===== config.mk =====
export PLATFORM = sky130hd
export DESIGN_NAME = pipe_event_monitor
export DESIGN_NICKNAME = d
export VERILOG_FILES = /design/src/rtl/mips_pkg.sv /design/src/rtl/sat_counter.sv /design/src/rtl/pipe_event_monitor.sv
export SDC_FILE = /design/constraint.sdc
export NUM_CORES = 1
export LEC_CHECK = 0
export ABC_AREA = 1
export CORE_AREA = 2 2 126 128
export CTS_BUF_LIST = sky130_fd_sc_hd__clkbuf_4 sky130_fd_sc_hd__clkbuf_8 sky130_fd_sc_hd__clkbuf_16
export DETAILED_ROUTE_END_ITERATION = 10
export DIE_AREA = 0 0 128 130
export PLACE_DENSITY = 0.82
export REMOVE_ABC_BUFFERS = 1
export SYNTH_ARGS = -nofsm -noshare
export SYNTH_HDL_FRONTEND = slang
export SYNTH_SLANG_ARGS = --single-unit

===== constraint.sdc =====
create_clock -name clk -period 1.9 [get_ports clk]
set_input_delay 0.19 -clock clk [delete_from_list [all_inputs] [get_ports clk]]
set_output_delay 0.19 -clock clk [all_outputs]
set_load 0.1 [all_outputs]

===== src/rtl/mips_pkg.sv =====
// Shared CPU-side definitions: monitor FSM encoding and the event channel
// assignments the CPU top uses to build the monitor's evt_i vector.
package mips_pkg;

  typedef enum logic [1:0] {
    StIdle = 2'd0,
    StRun  = 2'd1,
    StDone = 2'd2
  } mon_state_t;

  localparam int unsigned EVT_STALL = 0;
  localparam int unsigned EVT_FLUSH = 1;

endpackage


===== src/rtl/sat_counter.sv =====
// Saturating up-counter with a sticky overflow flag that sets on the first
// increment attempted while the count is already at its maximum.
module sat_counter #(
  parameter int unsigned W = 32
) (
  input  logic         clk,
  input  logic         rst,
  input  logic         clr,
  input  logic         inc,
  output logic [W-1:0] cnt,
  output logic         ovf
);

  logic [W-1:0] cnt_q, cnt_d;
  logic         ovf_q, ovf_d;

  always_comb begin
    cnt_d = cnt_q;
    ovf_d = ovf_q;
    if (clr) begin
      cnt_d = '0;
      ovf_d = 1'b0;
    end else if (inc) begin
      if (&cnt_q) begin
        ovf_d = 1'b1;
      end else begin
        cnt_d = cnt_q + W'(1);
      end
    end
  end

  always_ff @(posedge clk or negedge rst) begin
    if (!rst) begin
      cnt_q <= '0;
      ovf_q <= 1'b0;
    end else begin
      cnt_q <= cnt_d;
      ovf_q <= ovf_d;
    end
  end

  assign cnt = cnt_q;
  assign ovf = ovf_q;

endmodule


===== src/rtl/pipe_event_monitor.sv =====
// Pipeline performance monitor: run-window FSM, one saturating counter per
// event plus a cycle counter, and a one-deep request/acknowledge read port.
module pipe_event_monitor
  import mips_pkg::*;
#(
  parameter int unsigned  NUM_EVT    = 2,
  parameter int unsigned  CNT_W      = 32,
  parameter int unsigned  MAX_CYCLES = 30,
  localparam int unsigned SEL_W      = $clog2(NUM_EVT + 1)
) (
  input  logic               clk,
  input  logic               rst,
  input  logic               start_i,
  input  logic               stop_i,
  input  logic               clear_i,
  input  logic [NUM_EVT-1:0] evt_i,
  input  logic               rd_req_i,
  input  logic [SEL_W-1:0]   rd_sel_i,
  output logic               rd_ack_o,
  output logic [CNT_W-1:0]   rd_data_o,
  output logic [NUM_EVT:0]   ovf_o,
  output logic               running_o,
  output logic               done_o
);

  mon_state_t state_q;
  logic       running_q, done_q;

  logic [CNT_W-1:0] cnt_all [NUM_EVT+1];
  logic [NUM_EVT:0] inc;
  logic [CNT_W:0]   cyc_next;
  logic             max_hit;

  // Counter 0 is the cycle counter; counter k+1 tracks evt_i[k].
  always_comb begin
    inc    = '0;
    inc[0] = (state_q == StRun);
    for (int unsigned k = 0; k < NUM_EVT; k++) begin
      inc[k+1] = (state_q == StRun) && evt_i[k];
    end
  end

  for (genvar g = 0; g <= NUM_EVT; g++) begin : gen_cnt
    sat_counter #(
      .W(CNT_W)
    ) u_cnt (
      .clk(clk),
      .rst(rst),
      .clr(clear_i),
      .inc(inc[g]),
      .cnt(cnt_all[g]),
      .ovf(ovf_o[g])
    );
  end

  // Widened so a saturated cycle counter cannot alias onto MAX_CYCLES.
  assign cyc_next = {1'b0, cnt_all[0]} + (CNT_W + 1)'(1);
  assign max_hit  = (MAX_CYCLES != 0) && (cyc_next == (CNT_W + 1)'(MAX_CYCLES));

  always_ff @(posedge clk or negedge rst) begin
    if (!rst) begin
      state_q   <= StIdle;
      running_q <= 1'b0;
      done_q    <= 1'b0;
    end else if (clear_i) begin
      state_q   <= StIdle;
      running_q <= 1'b0;
      done_q    <= 1'b0;
    end else begin
      unique case (state_q)
        StIdle: begin
          if (start_i) begin
            state_q   <= StRun;
            running_q <= 1'b1;
          end
        end
        StRun: begin
          if (stop_i || max_hit) begin
            state_q   <= StDone;
            running_q <= 1'b0;
            done_q    <= 1'b1;
          end
        end
        StDone: begin
          state_q <= StDone;
        end
        default: begin
          state_q   <= StIdle;
          running_q <= 1'b0;
          done_q    <= 1'b0;
        end
      endcase
    end
  end

  assign running_o = running_q;
  assign done_o    = done_q;

  logic             rd_accept;
  logic [CNT_W-1:0] rd_mux;
  logic             rd_ack_q, rd_ack_d;
  logic [CNT_W-1:0] rd_data_q, rd_data_d;

  // Out-of-range selects fall through to zero.
  always_comb begin
    rd_mux = '0;
    for (int unsigned i = 0; i <= NUM_EVT; i++) begin
      if (rd_sel_i == SEL_W'(i)) begin
        rd_mux = cnt_all[i];
      end
    end
  end

  assign rd_accept = rd_req_i && !rd_ack_q;

  always_comb begin
    rd_ack_d  = rd_accept;
    rd_data_d = rd_accept ? rd_mux : rd_data_q;
  end

  always_ff @(posedge clk or negedge rst) begin
    if (!rst) begin
      rd_ack_q  <= 1'b0;
      rd_data_q <= '0;
    end else begin
      rd_ack_q  <= rd_ack_d;
      rd_data_q <= rd_data_d;
    end
  end

  assign rd_ack_o  = rd_ack_q;
  assign rd_data_o = rd_data_q;

endmodule

==> qor.csv <==
stage,metric,value,unit
synthesis,Post-Syn Area,0.00826,mm^2
min_path,worst min-delay path startpoint,clear_i,
global_routing,met3 Usage GRT,6.64,%
sta,Tmin final,2.26,ns
sta,unrepaired setup endpoints after global routing,yes,
clocking,# H-tree levels,4,
status,result of the run,"complete, but fails checks",
global_routing,routing layer with the top usage in global route,met2,
die,width of the die,128,um
sta,Max Transition Viols Final,0,
worst_setup_path,highest fanout seen on the critical path,5,
synthesis,most instantiated flip-flop cell in the synthesis netlist,sky130_fd_sc_hd__dfrtp_1,
routing,detailed router's first-iteration violation count,1216,
clocking,CTS max path bufs,2,
min_path,worst hold path endpoint,gen_cnt[2].u_cnt.cnt[2]$_DFFE_PN0P_,
finish,number of antenna cells inserted,0,
sta,Least-Margin Pin Slew,0.574,ns
routing,number of detailed-route iterations in the first pass,6,
worst_setup_path,CP endpoint kind,flip-flop,
worst_setup_path,endpoint of the lowest-slack register-to-register path,gen_cnt[1].u_cnt.cnt[4]$_DFFE_PN0P_,
die,FP Rows,46,
global_routing,grt ovf,0,
finish,share of layout cells above drive strength 1,34.3,%
placed_design,count of buffers from port buffering,47,
worst_setup_path,Required @ worst endpoint,2.23,ns
worst_setup_path,FF-to-FF path depth,10,
synthesis,number of register bits inferred by synthesis,136,
global_routing,met2 track demand over resource in global routing,54.9,%
sta,fin crit share,119,%
clocking,number of buffers added by the clock tree synthesis step,17,
synthesis,average size of a mapped cell,7.20,um^2
finish,growth of design area from synthesis to finish,47.7,%
worst_setup_path,Critical Setup Path Class,reg2reg,
worst_setup_path,data arrival time of the critical path,2.59,ns
worst_setup_path,startpoint class of the critical path,flip-flop,
clocking,clock tree from TritonCTS,done,
min_path,Min-Delay Path Depth,2,
placed_design,detailed placer's ending HPWL,20800,um
clocking,CTS clock-pin slew for the worst setup and hold paths,0.06,ns
global_routing,GRT Overall Usage,35.2,%
die,effective utilization at floorplan,53.6,%
die,Die Y,130,um
power_and_ir_drop,cell leakage power,5.40,nW
sta,slack of the critical path,-0.361,ns
power_and_ir_drop,PwrDens,704,mW/mm^2
die,I/O Pins,48,
sta,final clock skew,0.00822,ns
routing,routed len/inst,20.4,um
global_routing,vias in the first global route,8571,
routing,number of vias in the routed layout,9621,
power_and_ir_drop,total power,0.00859,W
sta,max_slew headroom,61.7,%
routing,number of vias per cell after detailed routing,6.06,
clocking,insertion delay to the later sink of the worst-skew pair,0.44,ns
clocking,Sinks on Clock Net,136,
synthesis,register area share after synthesis,41.2,%
synthesis,share of flip-flops with an asynchronous set or reset after synthesis,100,%
worst_setup_path,reg-to-reg setup timing slack,-0.36,ns
global_routing,initial antenna violation count,0,
synthesis,"EDFF count, synth",0,
finish,number of nets at the end of the flow,1400,
routing,count of unresolved DRC violations after routing,0,
die,Die ar.,0.0166,mm^2
global_routing,maximum number of pins on one net before global-route repair,65,
synthesis,"Distinct cells, synth",40,
sta,final-report hold violation count,0,
job,Max Cap Violations,0,
synthesis,Yosys warning total,0,
status,violations in the final reports,negative setup slack,
synthesis,number of instances in the synthesized netlist,1147,
sta,Setup-failing EPs final,100,
sta,timing-limited maximum frequency,442,MHz
global_routing,met1 usage in global routing,47.5,%
placed_design,final weighted congestion in routability-driven placement,1.01,
routing,total wirelength of the detailed-routed design,32400,um
routing,Post-DRT Antenna Nets,0,
die,core box area,0.0154,mm^2
sta,worst hold slack across all endpoints,0.155,ns
min_path,min-delay worst type,in2reg,
power_and_ir_drop,worst vdd rail ir drop,0.711,mV
placed_design,setup slack after placement,-0.331,ns
worst_setup_path,origin of the critical flop-to-flop path,gen_cnt[1].u_cnt.cnt[28]$_DFFE_PN0P_,
clocking,cell at the root of the clock tree,sky130_fd_sc_hd__clkbuf_16,
global_routing,first-pass GRT wire length,44600,um
[synthesized netlist by cell type (5+ instances only)]
| cell | count | area [um^2] |
|---|---|---|
| sky130_fd_sc_hd__a21oi_1 | 43 | 215 |
| sky130_fd_sc_hd__buf_2 | 5 | 25.0 |
| sky130_fd_sc_hd__buf_4 | 5 | 37.5 |
| sky130_fd_sc_hd__clkbuf_1 | 24 | 90.1 |
| sky130_fd_sc_hd__dfrtp_1 | 136 | 3400 |
| sky130_fd_sc_hd__ha_1 | 7 | 87.6 |
| sky130_fd_sc_hd__inv_1 | 109 | 409 |
| sky130_fd_sc_hd__nand2_1 | 339 | 1270 |
| sky130_fd_sc_hd__nand2_2 | 5 | 31.3 |
| sky130_fd_sc_hd__nand3_1 | 49 | 245 |
| sky130_fd_sc_hd__nand4_1 | 27 | 169 |
| sky130_fd_sc_hd__nor2_1 | 114 | 428 |
| sky130_fd_sc_hd__nor2_2 | 6 | 37.5 |
| sky130_fd_sc_hd__nor2_4 | 6 | 67.6 |
| sky130_fd_sc_hd__nor3_1 | 36 | 180 |
| sky130_fd_sc_hd__nor4_1 | 10 | 62.6 |
| sky130_fd_sc_hd__o21ai_0 | 84 | 420 |
| sky130_fd_sc_hd__o21ai_1 | 11 | 55.1 |
| sky130_fd_sc_hd__o22ai_1 | 35 | 219 |
| sky130_fd_sc_hd__o31ai_1 | 30 | 225 |
| sky130_fd_sc_hd__xnor2_1 | 10 | 87.6 |
| sky130_fd_sc_hd__xor2_1 | 24 | 210 |
[sequential cells by signal (all words and copies together), names as in the netlist]
name,count
gen_cnt.u_cnt.ovf,3
state_q,2
rd_ack_o,1
gen_cnt.u_cnt.cnt,96
running_o,1
done_o,1
rd_data_o,32
[critical path: stages, from the launching register on]
cell and delay (ns):
sky130_fd_sc_hd__dfrtp_1 0.53, sky130_fd_sc_hd__nand2_1 0.18, sky130_fd_sc_hd__nor3_1 0.36, sky130_fd_sc_hd__buf_4 0.22, sky130_fd_sc_hd__a31oi_4 0.12, sky130_fd_sc_hd__nor2_8 0.21, sky130_fd_sc_hd__buf_12 0.17, sky130_fd_sc_hd__buf_12 0.11
sky130_fd_sc_hd__inv_8 0.04, sky130_fd_sc_hd__nand2_1 0.12, sky130_fd_sc_hd__a21oi_2 0.07
[power breakdown]
group | leakage (nW) | internal, W | switching, W | total [W]
logic | 3.21 | 0.000766 | 0.00115 | 0.00192
clock network | 0.296 | 0.00222 | 0.00144 | 0.00366
registers | 1.89 | 0.00296 | 0.0000494 | 0.00301
[per-stage QoR]
step | setup TNS [ns] | utilization, % | instances | area (um^2)
3_5_place_dp | -6.05 | 64.9 | 1508 | 10000
3_3_place_gp | -2.69 | 64.9 | 1508 | 10000
6_report | -15.63 | 79.1 | 1588 | 12200
2_1_floorplan | -42.91 | - | 1108 | 8070
5_1_grt | -24.85 | 79.1 | 1588 | 12200
4_1_cts | -1.36 | 72.2 | 1564 | 11100
[cell usage in the layout, fill, tap and decap left out, types with 22 or more instances in the layout]
cell type / n
sky130_fd_sc_hd__a21oi_1: 36
sky130_fd_sc_hd__nand2_2: 41
sky130_fd_sc_hd__nand3_1: 39
sky130_fd_sc_hd__nand4_1: 27
sky130_fd_sc_hd__dfrtp_1: 135
sky130_fd_sc_hd__o21ai_2: 30
sky130_fd_sc_hd__nor2_1: 95
sky130_fd_sc_hd__o21ai_0: 47
sky130_fd_sc_hd__o22ai_1: 32
sky130_fd_sc_hd__xor2_1: 24
sky130_fd_sc_hd__inv_1: 105
sky130_fd_sc_hd__nand2_1: 283
sky130_fd_sc_hd__buf_4: 201
sky130_fd_sc_hd__clkbuf_16: 22
sky130_fd_sc_hd__nor3_1: 30
[how the worst max path moves through the flow]
stage / from / slack, ns / end / cells past startpoint
after floorplan: gen_cnt[0].u_cnt.cnt[0]$_DFFE_PN0P_ / -0.86 / gen_cnt[0].u_cnt.cnt[0]$_DFFE_PN0P_ / 9
after global placement: gen_cnt[0].u_cnt.cnt[0]$_DFFE_PN0P_ / -0.25 / state_q[0]$_DFFE_PN0P_ / 16
after detailed placement: gen_cnt[0].u_cnt.cnt[0]$_DFFE_PN0P_ / -0.33 / state_q[1]$_DFFE_PN0P_ / 16
after CTS: gen_cnt[0].u_cnt.cnt[0]$_DFFE_PN0P_ / -0.18 / state_q[1]$_DFFE_PN0P_ / 16
after global routing: gen_cnt[0].u_cnt.cnt[0]$_DFFE_PN0P_ / -0.43 / state_q[1]$_DFFE_PN0P_ / 14
final: gen_cnt[1].u_cnt.cnt[28]$_DFFE_PN0P_ / -0.36 / gen_cnt[1].u_cnt.cnt[4]$_DFFE_PN0P_ / 10
[what timing repair did]
action                                 in CTS  in global routing
resized for setup                          78                220
pin swaps                                  17                 34
cloned                                      2                  6
setup endpoints to repair                  71                102
hold buffers                                1                  0
endpoints found under the hold margin      36                  0
buffers inserted                           21                 21
[cell type report]
type | instances | area, um^2
Multi-Input combinational cell | 858 | 5120
Sequential cell | 136 | 3400
Fill cell | 992 | 3220
Timing Repair Buffer | 255 | 2330
Inverter | 114 | 459
Clock buffer | 18 | 433
Tap cell | 192 | 240
Clock inverter | 14 | 199
Timing Repair inverter | 1 | 11.3
[kinds of logic (layout without fill, tap and decap cells)]
kind of cell,count (synthesis),count (layout),synth area share (%)
simple gates,603,603,31.6
fa+ha+maj,7,7,1.06
buf+inv,153,402,7.53
xor+xnor,34,34,3.60
flops,136,136,41.2
compound gates,214,214,15.0
[layer usage]
metal | part of all wire, % | vias up
met5 | 0 | -
met3 | 9.4 | 134
li1 | - | 4288
met1 | 40 | 4554
met4 | 4.9 | 0
met2 | 46 | 645
Power figures use the tool's default switching activity.
